[src/rtl/bikers_pkg.sv]
// Shared constants for the bike sprite layer path.
package bikers_pkg;

    localparam int unsigned ENEMY_BIKES_COUNT = 8;
    localparam int unsigned BIKE_CHANNELS     = ENEMY_BIKES_COUNT + 1;
    localparam int unsigned PLAYER_CH         = BIKE_CHANNELS - 1;

    localparam logic [7:0] COLOR_TRANSPARENT = 8'hFF;
    localparam logic [7:0] COLOR_BACKGROUND  = 8'hFF;

endpackage

[src/rtl/bikers_prio_enc.sv]
// Combinational lowest-index priority encoder with a ">= 2 requests" flag.
module bikers_prio_enc
    import bikers_pkg::*;
#(
    parameter int N  = BIKE_CHANNELS,
    parameter int IW = (N > 1) ? $clog2(N) : 1
) (
    input  logic [N-1:0]  req,
    output logic          any,
    output logic [IW-1:0] idx,
    output logic          multi
);

    localparam int unsigned NU = N;

    always_comb begin
        idx = '0;
        // Scan from the top so the lowest set bit is written last.
        for (int unsigned i = NU; i > 0; i--) begin
            if (req[i-1]) begin
                idx = IW'(i - 1);
            end
        end
    end

    assign any   = |req;
    assign multi = (req & (req - N'(1))) != '0;

endmodule

[src/rtl/bikers_layer_mux.sv]
// Registered priority mux for bike sprite layers with per-frame overlap flags.
module bikers_layer_mux
    import bikers_pkg::*;
#(
    parameter int                 CHANNELS    = BIKE_CHANNELS,
    parameter int                 COLOR_W     = 8,
    parameter logic [COLOR_W-1:0] TRANSPARENT = COLOR_TRANSPARENT,
    parameter logic [COLOR_W-1:0] BACKGROUND  = COLOR_BACKGROUND
) (
    input  logic                              clk,
    input  logic                              reset,
    input  logic                              startOfFrame,
    input  logic [CHANNELS-1:0]               channel_en,
    input  logic [CHANNELS-1:0]               inputInsideRectangle,
    input  logic [CHANNELS-1:0][COLOR_W-1:0]  RGBvector,
    output logic [COLOR_W-1:0]                RGBout,
    output logic                              drawingRequest,
    output logic [$clog2(CHANNELS)-1:0]       winner_idx,
    output logic [CHANNELS-1:0]               overlap_frame,
    output logic                              overlap_valid
);

    localparam int          IW = $clog2(CHANNELS);
    localparam int unsigned CU = CHANNELS;

    logic [CHANNELS-1:0] op;
    logic [CHANNELS-1:0] ov;
    logic [CHANNELS-1:0] acc;
    logic                enc_any;
    logic                enc_multi;
    logic [IW-1:0]       enc_idx;

    always_comb begin
        op = '0;
        for (int unsigned i = 0; i < CU; i++) begin
            op[i] = channel_en[i] & inputInsideRectangle[i] &
                    (RGBvector[i] != TRANSPARENT);
        end
    end

    bikers_prio_enc #(
        .N  (CHANNELS),
        .IW (IW)
    ) u_enc (
        .req   (op),
        .any   (enc_any),
        .idx   (enc_idx),
        .multi (enc_multi)
    );

    assign ov = enc_multi ? op : '0;

    always_ff @(posedge clk) begin
        if (reset) begin
            RGBout         <= BACKGROUND;
            drawingRequest <= 1'b0;
            winner_idx     <= '0;
            overlap_frame  <= '0;
            overlap_valid  <= 1'b0;
            acc            <= '0;
        end else begin
            RGBout         <= enc_any ? RGBvector[enc_idx] : BACKGROUND;
            drawingRequest <= enc_any;
            winner_idx     <= enc_any ? enc_idx : '0;
            // This cycle's overlap belongs to the frame being closed.
            if (startOfFrame) begin
                overlap_frame <= acc | ov;
                acc           <= '0;
                overlap_valid <= 1'b1;
            end else begin
                acc           <= acc | ov;
                overlap_valid <= 1'b0;
            end
        end
    end

endmodule

[config.mk]
export PLATFORM = sky130hd
export DESIGN_NAME = bikers_layer_mux
export DESIGN_NICKNAME = d
export VERILOG_FILES = /design/src/rtl/bikers_pkg.sv /design/src/rtl/bikers_prio_enc.sv /design/src/rtl/bikers_layer_mux.sv
export SDC_FILE = /design/constraint.sdc
export NUM_CORES = 1
export LEC_CHECK = 0
export ABC_AREA = 1
export CORE_ASPECT_RATIO = 0.75
export CORE_MARGIN = 2
export CORE_UTILIZATION = 36
export CTS_CLUSTER_DIAMETER = 120
export DETAILED_ROUTE_END_ITERATION = 12
export PLACE_DENSITY_LB_ADDON = 0.3
export SYNTH_ARGS = -nofsm -noshare
export SYNTH_HDL_FRONTEND = slang
export SYNTH_SLANG_ARGS = --single-unit
[constraint.sdc]
create_clock -name clk -period 1.55 [get_ports clk]
set_input_delay 0.31 -clock clk [delete_from_list [all_inputs] [get_ports clk]]
set_output_delay 0.31 -clock clk [all_outputs]
set_load 0.02 [all_outputs]
==> metrics.txt, run 1 <==
outcome did not finish; Fail Step global routing; tool error [ERROR GRT-0232] Routing congestion too high. Check the congestion heatmap in the GUI.; gr usage total 73.69%; worst setup endpoint GRT overlap_frame[2]$_SDFFE_PP0P_/D; HPWL after DPL 6.746 mm; clock root buffer clkbuf_8; share of the yosys chip area belonging to registers 27.05%; # IOs 116; CTS Hold Bufs 0; GPL Wtd Cong 0.8395; Starting Density 37.49%; chip width 97.66 um; Seq cells post-synth 32; antenna violations before repair 3; Syn Inst Count 420; Avg Inst Size Synth 5.639 um^2; largest net degree at the start of global routing 17; Unique masters post-synth 26; YS warnings 0; IO buf count 115; synthesized area 0.002369 mm^2; dpl cells 668; DIE HEIGHT 74.25 um; Site Rows 25; H-tree depth 2; WEP type register data pin; GRT overflow 77; synthesized net count 513; Max clock buf depth 2; Inserted Clock Buffers 5; clk sinks 32
[kinds of logic after synthesis]
group / synth area share (%)
compound gates: 6.128
buf+inv: 16.96
flops: 27.05
simple gates: 49.87
[synthesized netlist by cell type]
cell type,number,area (um^2)
buf_4,2,15.01
nor2_1,15,56.30
nand2_4,1,11.26
inv_2,14,52.55
inv_1,72,270.3
nand3b_1,4,30.03
nand2_1,131,491.7
o21ai_1,2,10.01
nor3_1,10,50.05
nand3_1,88,440.4
nor2_2,2,12.51
or2_1,1,6.260
a21oi_2,1,8.760
a21oi_4,1,16.27
nand3_2,4,40.04
dfxtp_1,32,640.6
nand4_1,1,6.260
a21oi_1,18,90.09
buf_2,6,30.03
nor2_4,1,11.26
buf_6,1,11.26
o21ai_0,2,10.01
nand2_2,4,25.02
clkbuf_1,3,11.26
o311a_1,1,10.01
clkinv_1,3,11.26
[metal layers]
| layer | overflow | GRT usage [%] |
|---|---|---|
| met2 | 43 | 96.93 |
| met1 | 0 | 68.68 |
| met3 | 0 | 56.39 |
| met5 | 0 | 3.846 |
| met4 | 34 | 85.65 |
[through the flow]
stage               setup slack, ns  util [%]  hold slack [ns]  area (um^2)  setup TNS, ns
CTS                         -0.1189     85.41           0.4529         5396         -1.302
detailed placement          -0.8698     66.32           0.4431         4190         -23.74
global placement            -0.8172     66.32           0.4397         4190         -22.37
floorplan                  -0.07154         -           0.3824         2495         -1.078
[what timing repair did]
item	in CTS
gates cloned	8
pin swaps	99
setup buffers	77
endpoints found under the setup margin	41
gates resized for setup	439
==> run 2, diff against run 1 <==
- CORE_ASPECT_RATIO: 0.75 -> unset
- CORE_UTILIZATION: 36 -> 21
- CTS_CLUSTER_DIAMETER: 120 -> unset
- PLACE_DENSITY_LB_ADDON: 0.3 -> 0.15
- clock period: 1.55 -> 2 ns (I/O delays scaled with it)
==> metrics.txt, run 2 <==
outcome finished clean (was did not finish); Worst Tran Pin Value 0.2981 ns; VDD IR max 0.2941 mV; antenna violations before repair 0; Final Max Slew Viols 0; Starting Density 21.66% (was 37.49%); Synth area leaders dfxtp_1 (27%), nand2_1 (21%), nand3_1 (19%) (unchanged); IO buf count 115 (unchanged); Worst Skew 0.004770 ns; synthesized area 0.002369 mm^2 (unchanged); dpl cells 732 (was 668); Power Density 538.9 mW/mm^2; Crit path arrival time 2.11 ns; share of the yosys chip area belonging to registers 27.05% (unchanged); share of cells above drive strength 1 38.90%; DR vias/cell 4.309; die area 0.01214 mm^2; Rel. slew slack 80.01%; most frequent cell after synthesis nand2_1 (unchanged); 1st-iter DRT viols 87; Post-synth ARST share 0% (unchanged); number of cells in the finished layout apart from fillers 757; Crit-path slowest cell clkdlybuf4s50_1; vias in the first global route 3222; Crit path largest cell delay 0.50 ns; CP Max Fanout 8; Hold Crit Class flop to flop; Final setup viols 0; dominant synthesized flop cell dfxtp_1 (unchanged); synth cell count leaders nand2_1 (131), nand3_1 (88), inv_1 (72), dfxtp_1 (32), a21oi_1 (18) (unchanged); Worst Setup Start Kind input pin; crit path buf inv count 4; Area Overhead vs Synth 114.4%; CP endpoint kind flop; most frequent cells in the layout nand2_1 (99), buf_4 (66), inv_1 (60); clock root buffer clkbuf_16 (was clkbuf_8); H-tree depth 2 (unchanged); Comb pwr share 40.9%; kind of critical path input pin to flop; Crit path max-delay family buffers and inverters; clock latency on the worst-skew pair 0.27 ns; CP cell instances clkdlybuf4s50_1 -> nand3_2 -> buf_4 -> nand2_2 -> nand2_2 -> nand2_4 -> buf_12 -> buf_8 -> nand3_2 -> nand3_1 -> nand3_2 -> nand3_2 -> nand2_1; Final Cycle Share 96.90%; first-pass GRT wire length 14.61 mm; HPWL after DPL 7.279 mm (was 6.746 mm); Leakage 0.002640 uW; Inserted Clock Buffers 5 (unchanged); final critical-path required period 1.938 ns; YS warnings 0 (unchanged); register share of total power 25.6%; DIE HEIGHT 110.2 um (was 74.25 um); GRT overflow 0; largest area contributor in the netlist dfxtp_1 (unchanged); fin nets 709; fill cell count 1131; Site Rows 38 (was 25); Seq cells post-synth 32 (unchanged); antenna cells 0; drt total wl 9.545 mm; Std-Cell Core Area 0.01094 mm^2; final setup TNS 0 ns; synthesized net count 513 (unchanged); Fin. Hold Viols 0; 1st-pass router iterations 6; switch share 30.29%; f_max 516.0 MHz; gr usage total 15.32%; largest net degree at the start of global routing 19; Avg Inst Size Synth 5.639 um^2 (unchanged); Max-cap violations 0; CP dominant cell by count nand3_2; Internal 1907 uW; Post-synth EDFFs 0 (unchanged); Unique masters post-synth 26 (unchanged); # IOs 116 (unchanged); commonest non-fill, non-tap cell in the layout nand2_1; clk sinks 32 (unchanged); GPL Wtd Cong 0.7739 (was 0.8395); Switching Power 828.9 uW; Post-DRT Antenna Nets 0; wire length per cell 12.61 um; storage element area 640.6 um^2; Clk pin slew, worst setup/hold paths 0.05 ns; Syn Inst Count 420 (unchanged); Critical Path RT 2.17 ns; CTS Hold Bufs 0 (unchanged); Residual DRC 0; Largest regs acc (9), overlap_frame (9), RGBout (8); Clk network pwr share 33.5%; CTS tree built; DR vias 3262; Yosys top cell area share 27.05% (unchanged); Max clock buf depth 2 (unchanged); chip width 110.2 um (was 97.66 um); multi-input logic area 0.001821 mm^2
-- run 2: cell counts after synthesis --
Identical to the previous run, type by type.
-- run 2: final timing paths --
kind                                        from               end  slack (ns)  cells past startpoint
worst max-delay path               channel_en[3]         RGBout[0]        0.06                     13
worst min-delay path            overlap_frame[5]  overlap_frame[5]        0.45                      2
worst max register to register            acc[8]  overlap_frame[8]        1.34                      2
worst min register to register  overlap_frame[5]  overlap_frame[5]        0.45                      2
-- run 2: area by class of cell --
type                            count  share of cell area [%]
Inverter                           89                   6.727
Sequential cell                    32                   12.62
Clock inverter                      1                  0.5914
Tap cell                          140                   3.450
Clock buffer                        7                   3.006
Timing Repair Buffer              201                   37.75
Multi-Input combinational cell    287                   35.86
-- run 2: metrics by stage --
step / cell area (um^2) / util, % / power, uW / setup WS, ns / hold slack (ns)
2_1_floorplan: 2369 / - / 1114 / 0.2415 / 0.4211
3_3_place_gp: 4208 / 38.48 / 1618 / -0.5610 / 0.4422
3_5_place_dp: 4208 / 38.48 / 1620 / -0.5845 / 0.4467
4_1_cts: 4730 / 43.25 / 2641 / 0.005433 / 0.4570
5_1_grt: 5077 / 46.43 / 2890 / -0.02293 / 0.4767
6_report: 5077 / 46.43 / 2736 / 0.06206 / 0.4455
-- run 2: routing by layer --
| layer | up-vias | routed length [um] | GRT usage, % |
|---|---|---|---|
| li1 | 1698 | - | - |
| met1 | 1484 | 4493 | 20.51 |
| met2 | 75 | 4593 | 26.47 |
| met3 | 5 | 386 | 1.822 |
| met4 | 0 | 72 | 3.125 |
| met5 | - | 0 | 0 |
-- run 2: cell families after synthesis --
logic type / share of synthesized area [%]
flops: 27.05
buf+inv: 16.96
simple gates: 49.87
compound gates: 6.128
-- run 2: power groups by stage --
stage / Clock [uW] / Combinational (uW) / Sequential [uW]
global route: 971 / 1220 / 704
detailed placement: 0 / 907 / 714
finish: 918 / 1120 / 700
global placement: 0 / 904 / 714
floorplan: 0 / 353 / 761
CTS: 932 / 1010 / 700
-- run 2: worst reg2reg max path, delay by kind of cell (launching register included) --
family	cells	cell delay, ns
flip-flops	1	0.29
AO/OA/AOI/OAI	2	0.26
-- run 2: timing repair --
item / in CTS / in global routing
resized for setup: 150 / 87
cloned: 2 / 3
setup endpoints to repair: 29 / 21
pin swaps: 63 / 70
setup buffers: 9 / 4
hold endpoints to repair: 0 / 0
No activity file was read; power rests on OpenSTA's default activity.
==> run 3, diff against run 2 <==
- DONT_BUFFER_PORTS: unset -> 1
==> metrics.txt, run 3 (synthesis gave the netlist of run 2 again) <==
outcome finished clean (unchanged); # Post-CTS Setup Buffers 0 (was 9); Final Max Slew Viols 0 (unchanged); # IOs 116 (unchanged); Clk pin slew, worst setup/hold paths 0.05 ns (about the same); DR vias/cell 4.331 (was 4.309); DP Area 0.002811 mm^2 (was 0.004208 mm^2); fill cell count 1279 (was 1131); Clk network pwr share 35.2% (was 33.5%); clk sinks 32 (unchanged); VDD IR max 0.4159 mV (was 0.2941 mV); Fin. Hold Viols 0 (unchanged); Starting Density 21.66% (unchanged); Crit path largest cell delay 0.24 ns (was 0.50 ns); most frequent cells in the layout nand2_1 (127), nand3_1 (85), inv_1 (72) (was nand2_1 (99), buf_4 (66), inv_1 (60)); dpl cells 586 (was 732); Site Rows 38 (unchanged); clock latency on the worst-skew pair 0.27 ns (about the same); Hold Crit Class input pin to flop (was flop to flop); DIE HEIGHT 110.2 um (unchanged); DP Worst Slack -0.2033 ns (was -0.5845 ns); Comb pwr share 27.3% (was 40.9%); top sig layer met4 (unchanged); Residual DRC 0 (unchanged); Power Density 671.2 mW/mm^2 (was 538.9 mW/mm^2); DR WL met3 619 um (was 386 um); Max clock buf depth 2 (unchanged); fin nets 546 (was 709); vias in the first global route 2554 (was 3222); CP cell instances inv_1 -> nor3_1 -> nand2_1 -> nand2_2 -> nand3_1 -> nand2_1 -> nand2_1 -> nand2_2 -> buf_12 -> nand3_1 -> nand3_1 -> nand3_1 -> nand3_1 -> nand2_1 (was clkdlybuf4s50_1 -> nand3_2 -> buf_4 -> nand2_2 -> nand2_2 -> nand2_4 -> buf_12 -> buf_8 -> nand3_2 -> nand3_1 -> nand3_2 -> nand3_2 -> nand2_1); Total Power 2009 uW (was 2736 uW); Worst Setup Start Kind input pin (unchanged); CP endpoint kind flop (unchanged); Largest regs acc (9), overlap_frame (9), RGBout (8) (unchanged); 1st-pass router iterations 4 (was 6); M1 wire length 3.435 mm (was 4.493 mm); IO buf count 0 (was 115); drt total wl 7.743 mm (was 9.545 mm); first-pass GRT wire length 12.16 mm (was 14.61 mm); Switching Power 647.1 uW (was 828.9 uW); Area Overhead vs Synth 26.36% (was 114.4%); Crit path arrival time 1.94 ns (was 2.11 ns); CP dominant cell by count nand3_1 (was nand3_2); final setup TNS 0 ns (unchanged); Internal 1362 uW (was 1907 uW); wire length per cell 13.06 um (was 12.61 um); Final Cycle Share 89.62% (was 96.90%); WL met2 3.646 mm (was 4.593 mm); share of cells above drive strength 1 17.88% (was 38.90%); die area 0.01214 mm^2 (unchanged); antenna cells 0 (unchanged); GPL Wtd Cong 0.7987 (was 0.7739); Inserted Clock Buffers 5 (unchanged); Max-cap violations 0 (unchanged); GRT overflow 0 (unchanged); Crit-path slowest cell nor3_1 (was clkdlybuf4s50_1); largest net degree at the start of global routing 27 (was 19); Std-Cell Core Area 0.01094 mm^2 (unchanged); DR vias 2568 (was 3262); antenna violations before repair 0 (unchanged); Leakage 0.001612 uW (was 0.002640 uW); Critical Path RT 2.15 ns (was 2.17 ns); commonest non-fill, non-tap cell in the layout nand2_1 (unchanged); Rel. slew slack 81.92% (was 80.01%); CP Max Fanout 26 (was 8); number of cells in the finished layout apart from fillers 593 (was 757); kind of critical path input pin to flop (unchanged); gr usage total 13.01% (was 15.32%); Worst Skew 0.003913 ns (was 0.004770 ns); H-tree depth 2 (unchanged); CTS tree built (unchanged); slack of the critical path 0.2076 ns (was 0.06206 ns); clock root buffer clkbuf_16 (unchanged); register share of total power 37.5% (was 25.6%); final critical-path required period 1.792 ns (was 1.938 ns); HPWL after DPL 6.688 mm (was 7.279 mm); f_max 557.9 MHz (was 516.0 MHz); chip width 110.2 um (unchanged); Post-DRT Antenna Nets 0 (unchanged); switch share 32.21% (was 30.29%); Post-Layout Inst Area 0.002993 mm^2 (was 0.005077 mm^2); RSZ-0062 raised after global routing no; Worst Tran Pin Value 0.2695 ns (was 0.2981 ns); Final setup viols 0 (unchanged); 1st-iter DRT viols 66 (was 87)
-- run 3: cell types whose count changed in the layout (fill, tap and decap cells not counted), moves of 8 or more --
| cell | previous run | this run |
|---|---|---|
| dlygate4sd2_1 | 51 | 0 |
| clkdlybuf4s50_1 | 44 | 0 |
| nand3_1 | 42 | 85 |
| nand3_2 | 45 | 6 |
| buf_4 | 66 | 33 |
| nand2_1 | 99 | 127 |
| nand2_2 | 32 | 7 |
| inv_1 | 60 | 72 |
| inv_2 | 26 | 14 |
| nor3_1 | 0 | 10 |
| clkbuf_2 | 8 | 0 |
-- run 3: final timing paths --
check | startpoint | endpoint | slack (ns) | depth (start not counted)
min reg2reg | acc[5] | acc[5] | 0.45 | 2
max reg2reg | acc[8] | overlap_frame[8] | 1.33 | 2
max | RGBvector[34] | RGBout[2] | 0.21 | 14
min | reset | winner_idx[3] | 0.20 | 1
-- run 3: cell type report --
class                           instances  area (um^2)  share of cell area [%]
Multi-Input combinational cell        287         1366                   45.65
Sequential cell                        32        640.6                   21.40
Tap cell                              140        175.2                   5.853
Inverter                               89        334.1                   11.16
Clock buffer                            5        125.1                   4.181
Clock inverter                          2        12.51                  0.4181
Timing Repair Buffer                   38        339.1                   11.33
-- run 3: worst max-delay path: cells and delay by family --
family                 cells  cell delay [ns]
AND/OR/NAND/NOR           12             1.31
buffers and inverters      2             0.21
-- run 3: power groups by stage --
stage          Clock, uW  Sequential (uW)  Combinational, uW
2_1_floorplan          0              761                353
3_3_place_gp           0              768                544
3_5_place_dp           0              768                544
4_1_cts              727              755                547
5_1_grt              744              759                627
6_report             707              753                549
-- run 3: timing repair --
item / CTS / global route
resized for setup: 0 / 11
hold buffers: 0 / 0
endpoints found under the setup margin: 0 / 15
-- run 3: routing by layer --
layer	vias up	track usage, %
li1	1367	-
met1	1115	16.60
met2	81	22.92
met3	5	2.822
met4	0	1.875
met5	-	0
-- run 3: stage by stage --
stage	hold slack [ns]	util [%]
after CTS	0.1917	26.97
after global routing	0.1950	27.37
after global placement	0.4441	25.71
final	0.1987	27.37
after floorplan	0.4211	-
after detailed placement	0.4470	25.71
